`src/rtl/timer_programmable_pkg.sv`:
```
// Shared definitions for the programmable timer: FSM states, mode constants
// and the prescaler width helper.
package timer_pkg;

  typedef enum logic {
    ST_IDLE = 1'b0,
    ST_RUN  = 1'b1
  } state_e;

  localparam logic MODE_ONESHOT  = 1'b0;
  localparam logic MODE_PERIODIC = 1'b1;

  // Prescaler counter width; a divide-by-1 still keeps a 1-bit register.
  function automatic int pre_width(input int div);
    return (div > 1) ? $clog2(div) : 1;
  endfunction

endpackage

```
`src/rtl/timer_programmable_if.sv`:
```
// Control/status bundle of the programmable timer.
interface timer_programmable_if #(
  parameter int WIDTH = 8
);
  logic             start;
  logic             stop;
  logic             mode;
  logic             enable;
  logic [WIDTH-1:0] period;
  logic [WIDTH-1:0] count;
  logic             done;
  logic             busy;
  logic             expired;

  modport master (
    output start, stop, mode, enable, period,
    input  count, done, busy, expired
  );

  modport slave (
    input  start, stop, mode, enable, period,
    output count, done, busy, expired
  );
endinterface

```
`src/rtl/timer_programmable_prescaler.sv`:
```
// Clock prescaler: emits a one-cycle tick every DIV enabled cycles.
module prescaler_tick
  import timer_pkg::*;
#(
  parameter int DIV = 1
) (
  input  logic clk,
  input  logic reset,
  input  logic clear,
  input  logic enable,
  output logic tick
);
  localparam int            PW   = pre_width(DIV);
  localparam logic [PW-1:0] LAST = PW'(DIV - 1);

  logic [PW-1:0] pre_q;

  assign tick = enable && (pre_q == LAST);

  // Disabled cycles hold the phase; clear realigns it to a fresh run.
  always_ff @(posedge clk) begin
    if (reset || clear)
      pre_q <= '0;
    else if (enable)
      pre_q <= tick ? '0 : pre_q + PW'(1);
  end
endmodule

```
`src/rtl/timer_programmable.sv`:
```
// Runtime-programmable up-counting timer with prescaler, one-shot/periodic
// modes, start/stop control and a sticky expiry flag.
module timer_programmable
  import timer_pkg::*;
#(
  parameter int WIDTH        = 8,
  parameter int PRESCALE_DIV = 1
) (
  input logic              clk,
  input logic              reset,
  timer_programmable_if.slave bus
);
  state_e           state_q, state_d;
  logic [WIDTH-1:0] count_q, count_d;
  logic [WIDTH-1:0] period_q, period_d;
  logic             mode_q, mode_d;
  logic             done_q, done_d;
  logic             expired_q, expired_d;
  logic             tick;
  logic             start_go;

  // stop dominates a simultaneous start
  assign start_go = bus.start && !bus.stop;

  prescaler_tick #(.DIV(PRESCALE_DIV)) u_pre (
    .clk    (clk),
    .reset  (reset),
    .clear  (start_go),
    .enable ((state_q == ST_RUN) && bus.enable),
    .tick   (tick)
  );

  always_comb begin
    state_d   = state_q;
    count_d   = count_q;
    period_d  = period_q;
    mode_d    = mode_q;
    expired_d = expired_q;
    done_d    = 1'b0;
    if (bus.stop) begin
      if (state_q == ST_RUN) state_d = ST_IDLE;
    end else if (bus.start) begin
      state_d   = ST_RUN;
      count_d   = '0;
      period_d  = bus.period;
      mode_d    = bus.mode;
      expired_d = 1'b0;
    end else if (tick) begin
      if (count_q == period_q) begin
        count_d = '0;
        done_d  = 1'b1;
        if (mode_q == MODE_ONESHOT) begin
          state_d   = ST_IDLE;
          expired_d = 1'b1;
        end
      end else begin
        count_d = count_q + WIDTH'(1);
      end
    end
  end

  always_ff @(posedge clk) begin
    if (reset) begin
      state_q   <= ST_IDLE;
      count_q   <= '0;
      period_q  <= '0;
      mode_q    <= MODE_ONESHOT;
      done_q    <= 1'b0;
      expired_q <= 1'b0;
    end else begin
      state_q   <= state_d;
      count_q   <= count_d;
      period_q  <= period_d;
      mode_q    <= mode_d;
      done_q    <= done_d;
      expired_q <= expired_d;
    end
  end

  assign bus.count   = count_q;
  assign bus.done    = done_q;
  assign bus.busy    = (state_q == ST_RUN);
  assign bus.expired = expired_q;
endmodule

```
`src/flat_wrapper.sv`:
```
// flat-port wrapper written by rule: the top's interface ports become plain ports
module timer_programmable_flat import timer_pkg::*;
#(
  parameter int WIDTH        = 8,
  parameter int PRESCALE_DIV = 1
)
  (clk, reset, bus_start, bus_stop, bus_mode, bus_enable, bus_period, bus_count, bus_done, bus_busy, bus_expired);
  timer_programmable_if #(.WIDTH(WIDTH)) bus_i ();
  input logic clk;
  input logic reset;
  input wire logic [$bits(bus_i.start)-1:0] bus_start;
  input wire logic [$bits(bus_i.stop)-1:0] bus_stop;
  input wire logic [$bits(bus_i.mode)-1:0] bus_mode;
  input wire logic [$bits(bus_i.enable)-1:0] bus_enable;
  input wire logic [$bits(bus_i.period)-1:0] bus_period;
  output wire logic [$bits(bus_i.count)-1:0] bus_count;
  output wire logic [$bits(bus_i.done)-1:0] bus_done;
  output wire logic [$bits(bus_i.busy)-1:0] bus_busy;
  output wire logic [$bits(bus_i.expired)-1:0] bus_expired;
  assign bus_i.start = bus_start;
  assign bus_i.stop = bus_stop;
  assign bus_i.mode = bus_mode;
  assign bus_i.enable = bus_enable;
  assign bus_i.period = bus_period;
  assign bus_count = bus_i.count;
  assign bus_done = bus_i.done;
  assign bus_busy = bus_i.busy;
  assign bus_expired = bus_i.expired;
  timer_programmable #(.WIDTH(WIDTH), .PRESCALE_DIV(PRESCALE_DIV)) u_core (.clk(clk), .reset(reset), .bus(bus_i));
endmodule
```
`config.mk`:
```
export PLATFORM = sky130hd
export DESIGN_NAME = timer_programmable_flat
export DESIGN_NICKNAME = d
export VERILOG_FILES = /design/src/rtl/timer_programmable_pkg.sv /design/src/rtl/timer_programmable_if.sv /design/src/rtl/timer_programmable_prescaler.sv /design/src/rtl/timer_programmable.sv /design/src/flat_wrapper.sv
export SDC_FILE = /design/constraint.sdc
export NUM_CORES = 1
export LEC_CHECK = 0
export BUFFER_PORTS_ARGS = -buffer_cell sky130_fd_sc_hd__buf_2
export CAP_MARGIN = 20
export CORE_MARGIN = 2
export CORE_UTILIZATION = 40
export DETAILED_ROUTE_END_ITERATION = 10
export PLACE_DENSITY = 0.72
export SLEW_MARGIN = 5
export SYNTH_ARGS = -nofsm -noshare
export SYNTH_HDL_FRONTEND = slang
export SYNTH_SLANG_ARGS = --single-unit
```
`constraint.sdc`:
```
create_clock -name clk -period 1.87 [get_ports clk]
set_input_delay 0.187 -clock clk [delete_from_list [all_inputs] [get_ports clk]]
set_output_delay 0.187 -clock clk [all_outputs]
set_load 0.02 [all_outputs]
```
* Word level (Yosys, flattened, before mapping)
Cells that the tools add are included.
Word-level totals: output and inout bits 11, word-level logic and storage cells 40, bits of input ports 14, register bits 21
Operators by class: bitwise logic cells 3, add/subtract/negate cells 2, reduce and logical (&&, ||, !) cells 13, mux-type cells 13, equal/unequal tests 2
Operator list (number):
- $mux 8 | 3
- $mux 1 | 10
- $add 8x1->8 const B | 1
- $eq 8x8->1 | 1
- $reduce_and 2->1 | 2
- $reduce_and 4->1 | 1
- $reduce_bool 2->1 | 2
- $reduce_or 4->1 | 1
- $logic_and 1x1->1 | 3
- $not 1->1 | 3
- $reduce_and 3->1 | 1
- $ne 2x2->1 const B | 1
- $reduce_or 2->1 | 1
- $add 1x1->1 const B | 1
- $logic_not 1->1 | 1
- $logic_or 1x1->1 | 1

* Logic depth before layout (Yosys ltp)
Gate-level depths: netlist of the first run.
word-level depth 4, mapped depth 6, mapped depth without buffers 5

* Cells and area by module
A second synthesis of the first run with hierarchy kept.
Second synthesis, totals: cell total of the unflattened synthesis 110, area, all modules 994.7 um2
By module, submodules not included:
- timer_programmable | cells an instance 107, area each 953.4 um2, sequential area each 400.4 um2, instances 1
- prescaler_tick | cells an instance 3, area each 41.3 um2, sequential area each 20.0 um2, instances 1

* Least setup slack after synthesis of the first run
OpenSTA, ideal clock, no wires.
kind reg2reg, start point reg u_core.count_q[3], in the netlist u_core.bus.count[3], end point reg u_core.count_q[7], in the netlist u_core.bus.count[7], arrival time 1.558 ns, period minus slack after synthesis 1.637 ns, stages on the path, launching flop included 6, library setup time 0.079 ns, path slack 0.233 ns, required time 1.791 ns, path buffers 1, cell sequence dfxtp_1 > buf_6 > and4_1 > nand4_1 > or4b_1 > o211ai_1
Between the ends: cells in the longest elaborated chain, start to end 4, elaborated cells on any way between the ends 5, classes of those cells 1 x add/sub; 1 x eq/ne; 3 x mux
RTL lines:
- from (decl) | RTL line timer_programmable.sv:14 | logic [WIDTH-1:0] count_q, count_d;
- from (signal assigned) | RTL line timer_programmable.sv:72 | count_q <= count_d;
- $add 8x1->8 / $eq 8x8->1 (equally long branches) | RTL line timer_programmable.sv:57, timer_programmable.sv:49
- $mux 8 * | RTL line timer_programmable.sv:49 | if (count_q == period_q) begin
- $mux 8 * | RTL line timer_programmable.sv:48 | end else if (tick) begin
- $mux 8 * | RTL line timer_programmable.sv:42 | end else if (bus.start) begin
Mark *: on every way between the ends. The rest lies on a longest branch, timed or not. The select of a mux whose other input is x is not followed. A chain may end at the register's enable or synchronous reset.

* Worst setup path in the final report of the first run
Same ends and word-level chain as after synthesis.

==> results by group, run 1 <==
Final layout
  • Layout cell share with drive strength beyond 1: 0.256
  • Post-Layout Inst Area: 0.00129 mm^2
  • ANT cells: 0
  • # nets final: 180
  • Fin util: 0.476
  • Layout area overhead: 15.6%

Global routing
  • Pin count of the biggest net entering global routing: 19
  • Initial antenna violation count: 0
  • Global-route wire length before repair: 4.67 mm
  • GRT Total Usage: 0.185
  • Vias in the first global route: 1,031
  • GR Overflow Total: 0

Setup path
  • Setup crit end kind: register
  • Crit Path Max Fanout: 8
  • Cell count of the worst reg-to-reg path: 4
  • Kind of critical path: reg -> reg
  • Req. time, crit path: 2120 ps
  • Critical path arrival: 1960 ps
  • Worst setup SP type: register

Placement
  • DP HPWL: 2.09 mm
  • PortBufs: 24
  • Post-Place Worst Slack: 183 ps
  • Placer Congestion: 0.955
  • Dpl cell area: 0.00126 mm^2

Timing
  • Count of final setup violators: 0
  • Fin crit share: 0.915
  • Worst Skew: 13.0 ps
  • Post-layout minimum cycle time: 1710 ps
  • Setup ws final: 160 ps
  • Unrepaired setup endpoints after global routing: no
  • Worst Max-Slew Pin Slew: 471 ps
  • Final Max Slew Viols: 0
  • Max Fclk: 585 MHz
  • Setup TNS: 0 ps
  • Slew headroom: 0.686
  • Final Hold Vio Count: 0

Pwr
  • Clock power share: 0.280
  • LEAKAGE: 0.504 nW
  • P_sw: 0.000243 W
  • Sw Share: 0.290
  • Internal power: 0.000593 W
  • Power share of the sequential group: 0.560
  • Combinational share of power: 0.160
  • Cell area power density: 647 mW/mm^2
  • Max VDD drop: 448 uV

Drt
  • Iteration count of the initial detailed-routing pass: 4
  • WL/cell: 14.3 um
  • DRT iter0 DRCs: 26
  • DRC Markers: 0
  • Vias: 1,117
  • Antenna-violating nets left: 0
  • Vias per cell: 5.73
  • WL final: 2.79 mm

Floorplanning
  • Core footprint: 0.00271 mm^2
  • Die Area: 0.00323 mm^2
  • Effective utilization at floorplan: 0.412
  • Die Y: 56.9 um
  • Cell row count: 19
  • Die width: 56.9 um
  • Io pins: 25

Yosys
  • Syn_nets: 150
  • Synth Register Bits: 21
  • Synth Warn #: 0
  • Top-count cell post-synth: nand2_1
  • Synth top area cells: dfxtp_1 (38%), nand2_1 (10%), xnor2_1 (6.3%)
  • Mapped Cells: 135
  • Cell area after synthesis: 0.00112 mm^2
  • Post-synth top area share: 0.376
  • Top FF cell, synth: dfxtp_1
  • Synth top cells by count: nand2_1 (31), dfxtp_1 (21), a21oi_1 (11), xnor2_1 (8), o211ai_1 (7)
  • Synth area leader: dfxtp_1
  • Register area share after synthesis: 0.376
  • Avg Inst Size Synth: 8.28 um^2
  • EDFF count, synth: 0
  • Synth async-reset ratio: 0
  • Yosys cell types: 36

Clocking
  • H-tree level count: 1
  • CTS tree: yes
  • Clock latency on the worst-skew pair: 320 ps
  • CTS clk-pin slew, worst paths: 130 ps
  • Postcts setup bufs: 0
  • Clock sinks: 21
  • CTS Hold Bufs: 0
  • Root Buffer: clkbuf_4
  • Post-CTS Resized: 0
  • Cts bufs inserted: 3
  • Bufs on Longest Clock Path: 2

Hold path
  • Min-Delay Path Class: in -> reg
  • Hold depth: 2

Outcome
  • Status: completed

Run
  • Max_cap viols: 0
==> cell type report <==
cell class / count / area, um^2
fillers: 285 / 1420
multi-input cells: 102 / 598
flip-flops and latches: 21 / 420
repair buffers: 34 / 195
well taps: 31 / 38.8
clock buffers: 3 / 22.5
inverters: 3 / 11.3
clock inverters: 1 / 5.00
==> worst max-delay path, stage by stage (launching register included) <==
cell and delay (ps):
dfxtp_1 530, and4_1 290, nand4_1 140, or4b_1 510, o211ai_1 180
==> state kept, by name, summed over array words and instances, names as in the netlist <==
register and flops:
u_core.bus.count 8, u_core.period_q 8, u_core.bus.done 1, u_core.bus.expired 1
u_core.mode_q 1, u_core.bus.busy 1, u_core.u_pre.pre_q 1
==> kinds of logic after synthesis <==
logic type,share of synthesized area
DFF,0.376
AOI/OAI and AO/OA,0.196
xor gates and xnor gates,0.0627
adders and majority gates,0.0112
buffers and inverters,0.0885
and+or+nand+nor,0.265
==> power groups by stage <==
stage                     Combinational [W]  Clock (W)  Sequential [W]
final                              0.000134   0.000234        0.000468
after global routing               0.000146   0.000253        0.000470
after CTS                          0.000133   0.000238        0.000468
after detailed placement           0.000132          0        0.000478
after global placement             0.000128          0        0.000478
after floorplan                   0.0000881          0        0.000480
==> metrics by stage <==
stage	power (W)	cells	hold slack [ps]
6_report	0.000836	195	63.7
5_1_grt	0.000869	195	79.6
4_1_cts	0.000839	195	60.4
3_5_place_dp	0.000610	191	405
3_3_place_gp	0.000606	191	399
2_1_floorplan	0.000569	135	260
==> worst paths after layout <==
kind / start / to / slack (ps)
min reg2reg: u_core.period_q[0] / u_core.period_q[0] / 490
min: bus_stop / u_core.bus.busy / 60
max: u_core.bus.count[3] / u_core.bus.count[7] / 160
max reg2reg: u_core.bus.count[3] / u_core.bus.count[7] / 160
==> cell usage in the layout, fill, tap and decap left out, types with 2 or more instances in the layout <==
master	count
o211ai_1	7
o2111ai_1	5
a31oi_1	2
xnor2_1	8
dfxtp_1	21
buf_4	10
inv_1	3
nor2_1	5
buf_2	24
o21ai_1	2
o21ai_0	2
nand4_1	3
nand3_1	3
a21oi_1	11
nand2_1	31
clkbuf_4	3
nor3_1	4
and3_1	3
==> layer usage <==
layer,share of wire,up-vias,global-route usage
met5,0,-,0
met4,0.019,0,0.0831
met3,0.060,6,0.0346
met2,0.49,40,0.304
met1,0.43,524,0.235
li1,-,547,-
(Power assumes the default switching activity.)
==> run 2: changes to the inputs <==
==> constraint.sdc (replaced) <==
create_clock -name clk -period 1.87 [get_ports clk]
set_input_delay 0.4675 -clock clk [delete_from_list [all_inputs] [get_ports clk]]
set_output_delay 0.4675 -clock clk [all_outputs]
set_load 0.02 [all_outputs]
==> run 2 against run 1 <==
Effect of this change:
- non-clock buffer count down 1
- flip-flop and latch count unchanged
- global-route usage down 2.3 points
- largest cell class unchanged
- largest power group unchanged
- sequential share of layout area up 0.22 points
- setup slack better by 9.6 ps
- critical path depth unchanged
==> results by group, run 2 (same netlist as run 1, synthesis figures left out) <==
Setup path
  • Crit Path Max Fanout: 8 (unchanged)
  • R2r endpoint: u_core.bus.count[7]
  • Critical path arrival: 1940 ps (-20 ps)
  • R2r setup slk: 170 ps (about the same)
  • R2R Path Start: u_core.bus.count[3]
  • Req. time, crit path: 2100 ps (-20 ps)
  • Kind of critical path: reg -> reg
  • Setup crit end kind: register
  • Worst setup SP type: register
  • Cell count of the worst reg-to-reg path: 4 (unchanged)

Placement
  • DP HPWL: 1.93 mm (-7.9%)
  • Placed insts: 190 (-0.52%)
  • Placer Congestion: 0.905 (-5.2%)
  • PortBufs: 24 (unchanged)

Drt
  • Vias: 1,030 (-7.8%)
  • WL/cell: 13.2 um (-7.4%)
  • DRT iter0 DRCs: 29 (+12%)
  • Vias per cell: 5.31 (-7.3%)
  • WL final: 2.57 mm (-7.9%)
  • Antenna-violating nets left: 0 (unchanged)
  • Iteration count of the initial detailed-routing pass: 4 (unchanged)
  • DRC Markers: 0 (unchanged)

Global routing
  • Vias in the first global route: 887 (-14%)
  • GRT Total Usage: 0.163 (-0.0226)
  • Pin count of the biggest net entering global routing: 19 (unchanged)
  • Global-route wire length before repair: 4.15 mm (-11%)
  • GR Overflow Total: 0 (unchanged)
  • Initial antenna violation count: 0 (unchanged)

Timing
  • Setup TNS: 0 ps (unchanged)
  • Unrepaired setup endpoints after global routing: no
  • Count of final setup violators: 0 (unchanged)
  • Final Hold Vio Count: 0 (unchanged)
  • Post-layout minimum cycle time: 1700 ps (-9.63 ps)
  • Worst Skew: 0.833 ps (-12.2 ps)
  • Max Fclk: 588 MHz (+0.57%)
  • Fin crit share: 0.909 (-0.00515)
  • Slew headroom: 0.707 (+0.0208)
  • Worst Max-Slew Pin Slew: 440 ps (-31.1 ps)
  • Final Max Slew Viols: 0 (unchanged)

Clocking
  • Cts bufs inserted: 3 (unchanged)
  • Clock latency on the worst-skew pair: 300 ps (-20 ps)
  • Clock sinks: 21 (unchanged)
  • CTS Hold Bufs: 0 (unchanged)
  • H-tree level count: 1 (unchanged)
  • Post-CTS Resized: 0 (unchanged)
  • Postcts setup bufs: 0 (unchanged)
  • CTS clk-pin slew, worst paths: 120 ps (about the same)
  • Bufs on Longest Clock Path: 2 (unchanged)
  • Root Buffer: clkbuf_4
  • CTS tree: yes

Final layout
  • Layout cell share with drive strength beyond 1: 0.245 (-0.0107)
  • Final std cells w/o fill: 194 (-0.51%)
  • # nets final: 179 (-0.56%)
  • Fillers: 285 (unchanged)
  • Most frequent cells in the layout: nand2_1 (31), buf_2 (24), dfxtp_1 (21), a21oi_1 (11), buf_4 (9)
  • Layout area overhead: 14.8%
  • Leading cell type in the layout, fill and taps excluded: nand2_1
  • ANT cells: 0 (unchanged)

Hold path
  • Min-Delay Path Class: in -> reg
  • Hold depth: 2 (unchanged)
  • WHS Endpoint: u_core.bus.busy
  • Worst Hold Launch: bus_stop

Pwr
  • LEAKAGE: 0.496 nW (-1.5%)
  • Max VDD drop: 435 uV (-3.0%)
  • Cell area power density: 639 mW/mm^2 (-1.2%)

Floorplanning
  • Die Y: 56.9 um (unchanged)
  • Die Area: 0.00323 mm^2 (unchanged)
  • Cell row count: 19 (unchanged)
  • Io pins: 25 (unchanged)
  • Die width: 56.9 um (unchanged)
  • Core footprint: 0.00271 mm^2 (unchanged)
  • Effective utilization at floorplan: 0.412 (unchanged)

Run
  • Max_cap viols: 0 (unchanged)

Outcome
  • Status: completed
[run 2: cell types whose count changed in the layout (fill, tap and decap cells not counted), sizes merged]
cell | before | now
buf | 34 | 33
clkbuf | 3 | 4
clkinv | 1 | 0
[run 2: critical path, stage by stage (launching register included)]
cell and delay, ps:
dfxtp_1 510, and4_1 290, nand4_1 140, or4b_1 530, o211ai_1 160
[run 2: metrics by stage]
stage               setup slack (ps)  hold WS (ps)  utilization  total power (W)  area [um^2]
floorplan                        233           446            -         0.000569         1120
global placement                 204           460        0.464         0.000600         1260
detailed placement               130           463        0.464         0.000602         1260
CTS                              194           350        0.473         0.000819         1280
global route                    73.8           356        0.473         0.000861         1280
finish                           169           359        0.473         0.000820         1280
[run 2: worst max-delay path by stage]
stage | start | to | slack, ps | cells past startpoint
after floorplan | u_core.bus.count[3] | u_core.bus.count[7] | 230 | 5
after global placement | bus_stop | u_core.bus.count[7] | 200 | 5
after detailed placement | bus_stop | u_core.bus.count[7] | 130 | 5
after CTS | u_core.bus.count[3] | u_core.bus.count[7] | 190 | 4
after global routing | u_core.bus.count[4] | u_core.bus.count[7] | 70 | 4
final | u_core.bus.count[3] | u_core.bus.count[7] | 170 | 4
[run 2: area by class of cell]
class | count | area [um^2] | share of cell area
inverter | 3 | 11.3 | 0.00878
multi-input combinational | 102 | 598 | 0.466
sequential | 21 | 420 | 0.328
tap | 31 | 38.8 | 0.0302
clock buffer | 4 | 26.3 | 0.0205
timing repair buffer | 33 | 188 | 0.146
[run 2: per-layer routing]
layer	up-vias	global-route usage	routed length, um
met2	21	0.281	1270
met5	-	0	0
met4	0	0.0299	12
met1	466	0.219	1180
met3	2	0.0207	114
li1	541	-	-
[run 2: power breakdown]
| group | switching (W) | total (W) | internal, W |
|---|---|---|---|
| clock | 0.000144 | 0.000227 | 0.0000830 |
| sequential | 0.00000824 | 0.000468 | 0.000459 |
| combinational | 0.0000757 | 0.000126 | 0.0000501 |
| total | 0.000227 | 0.000820 | 0.000593 |
==> run 3: changes to the inputs <==
BUFFER_PORTS_ARGS = not set   (was -buffer_cell sky130_fd_sc_hd__buf_2)
CAP_MARGIN = not set   (was 20)
DONT_BUFFER_PORTS = 1   (was not set)
PLACE_DENSITY = 0.64   (was 0.72)
==> run 3 against run 2 <==
Effect of this change:
- register-to-register slack better by 20 ps
- die area unchanged
- cell area down 6.3%
- sequential share of layout area up 2.2 points
- first-iteration DRC count up 14%
- clock power up 3%
- sequential power about the same
- fmax up 1.1%
==> results by group, run 3 (same netlist as run 1, synthesis figures left out) <==
Final layout
  • # nets final: 160 (-11%)
  • Fillers: 292 (+2.5%)
  • Multi-input gate area: 598 um^2 (unchanged)
  • Layout cell share with drive strength beyond 1: 0.153 (-0.0926)
  • ANT cells: 0 (unchanged)
  • Most frequent cells in the layout: nand2_1 (31), dfxtp_1 (21), buf_4 (14), a21oi_1 (11), xnor2_1 (8)
  • Register Area: 420 um^2 (unchanged)
  • Layout area overhead: 7.50%
  • Leading cell type in the layout, fill and taps excluded: nand2_1

Floorplanning
  • Die Y: 56.9 um (unchanged)
  • Die Area: 0.00323 mm^2 (unchanged)
  • Cell row count: 19 (unchanged)
  • Die width: 56.9 um (unchanged)
  • Effective utilization at floorplan: 0.412 (unchanged)
  • Core footprint: 0.00271 mm^2 (unchanged)
  • Io pins: 25 (unchanged)

Pwr
  • Cell area power density: 667 mW/mm^2 (+4.4%)
  • Max VDD drop: 495 uV (+14%)
  • LEAKAGE: 0.414 nW (-17%)

Drt
  • WL/cell: 15.0 um (+13%)
  • DRT iter0 DRCs: 33 (+14%)
  • WL final: 2.63 mm (+2.3%)
  • Vias: 1,045 (+1.5%)
  • Antenna-violating nets left: 0 (unchanged)
  • Iteration count of the initial detailed-routing pass: 4 (unchanged)
  • DRC Markers: 0 (unchanged)
  • Vias per cell: 5.97 (+12%)

Clocking
  • Clock latency on the worst-skew pair: 320 ps (+20 ps)
  • H-tree level count: 1 (unchanged)
  • Postcts setup bufs: 0 (unchanged)
  • CTS clk-pin slew, worst paths: 130 ps (about the same)
  • Root Buffer: clkbuf_4
  • CTS tree: yes
  • Cts bufs inserted: 3 (unchanged)
  • Clock sinks: 21 (unchanged)
  • CTS Hold Bufs: 0 (unchanged)
  • Post-CTS Resized: 0 (unchanged)
  • Bufs on Longest Clock Path: 2 (unchanged)

Timing
  • Worst Skew: 8.04 ps (+7.21 ps)
  • Slew headroom: 0.716 (+0.00917)
  • Unrepaired setup endpoints after global routing: no
  • Worst Max-Slew Pin Slew: 426 ps (-13.8 ps)
  • Max Fclk: 594 MHz (+1.1%)
  • Final Hold Vio Count: 0 (unchanged)
  • Post-layout minimum cycle time: 1680 ps (-18.1 ps)
  • Fin crit share: 0.900 (-0.00967)
  • Setup TNS: 0 ps (unchanged)
  • Final Max Slew Viols: 0 (unchanged)
  • Count of final setup violators: 0 (unchanged)
  • Setup ws final: 187 ps (+18.1 ps)

Run
  • Max_cap viols: 0 (unchanged)

Placement
  • DP HPWL: 2.00 mm (+3.6%)
  • PortBufs: 0 (-100%)
  • Placer Congestion: 0.882 (-2.5%)
  • Post-Place Worst Slack: 183 ps (+52.9 ps)

Global routing
  • Initial antenna violation count: 0 (unchanged)
  • GR Overflow Total: 0 (unchanged)
  • Global-route wire length before repair: 4.40 mm (+6.2%)
  • GRT Total Usage: 0.173 (+0.0104)
  • Pin count of the biggest net entering global routing: 19 (unchanged)
  • Vias in the first global route: 951 (+7.2%)

Setup path
  • Crit path cell chain: and4_1 -> nand4_1 -> or4b_1 -> o211ai_1
  • Setup crit end kind: register
  • Worst setup SP type: register
  • R2r setup slk: 190 ps (+20 ps)
  • Crit Path Max Fanout: 8 (unchanged)
  • Peak per-stage delay on the critical path: 530 ps (about the same)
  • Kind of critical path: reg -> reg
  • Req. time, crit path: 2130 ps (+30 ps)
  • CP max-delay cell: dfxtp_1
  • Critical path arrival: 1940 ps (about the same)

Outcome
  • Status: completed

Hold path
  • Min-Delay Path Class: in -> reg
==> run 3: area by class of cell <==
type / instances / share of cell area
multi-input combinational: 102 / 0.498
sequential: 21 / 0.350
timing repair buffer: 14 / 0.0875
tap: 31 / 0.0323
clock buffer: 3 / 0.0188
inverter: 3 / 0.00938
clock inverter: 1 / 0.00417
==> run 3: final timing paths <==
path                       start             endpoint  cells after the start
max          u_core.bus.count[3]  u_core.bus.count[7]                      4
min reg2reg   u_core.period_q[5]   u_core.period_q[5]                      2
max reg2reg  u_core.bus.count[3]  u_core.bus.count[7]                      4
min                        reset  u_core.bus.count[4]                      1
==> run 3: layer usage <==
| metal | vias to the layer above | global-route usage | wire length [um] |
|---|---|---|---|
| met3 | 4 | 0.0668 | 196 |
| met2 | 45 | 0.271 | 1280 |
| met4 | 0 | 0.0698 | 22 |
| li1 | 507 | - | - |
| met5 | - | 0 | 0 |
| met1 | 489 | 0.213 | 1130 |
==> run 3: report_power, final <==
group / leakage [nW] / internal, W / switching, W
registers: 0.171 / 0.000459 / 0.0000105
clock network: 0.0177 / 0.0000801 / 0.000153
logic: 0.226 / 0.0000388 / 0.0000599
==> run 3: stage by stage <==
stage	power, W	instance area (um^2)	hold slack (ps)	instances	utilization
6_report	0.000802	1200	194	175	0.443
5_1_grt	0.000855	1200	162	175	0.443
4_1_cts	0.000801	1200	196	175	0.443
3_5_place_dp	0.000578	1170	462	171	0.433
3_3_place_gp	0.000574	1170	457	171	0.433
2_1_floorplan	0.000569	1120	446	135	-
==> run 3: worst max-delay path, delay by kind of cell (launching register included) <==
family,cells,cell delay [ps]
flops,1,530
simple gates,3,930
compound gates,1,160
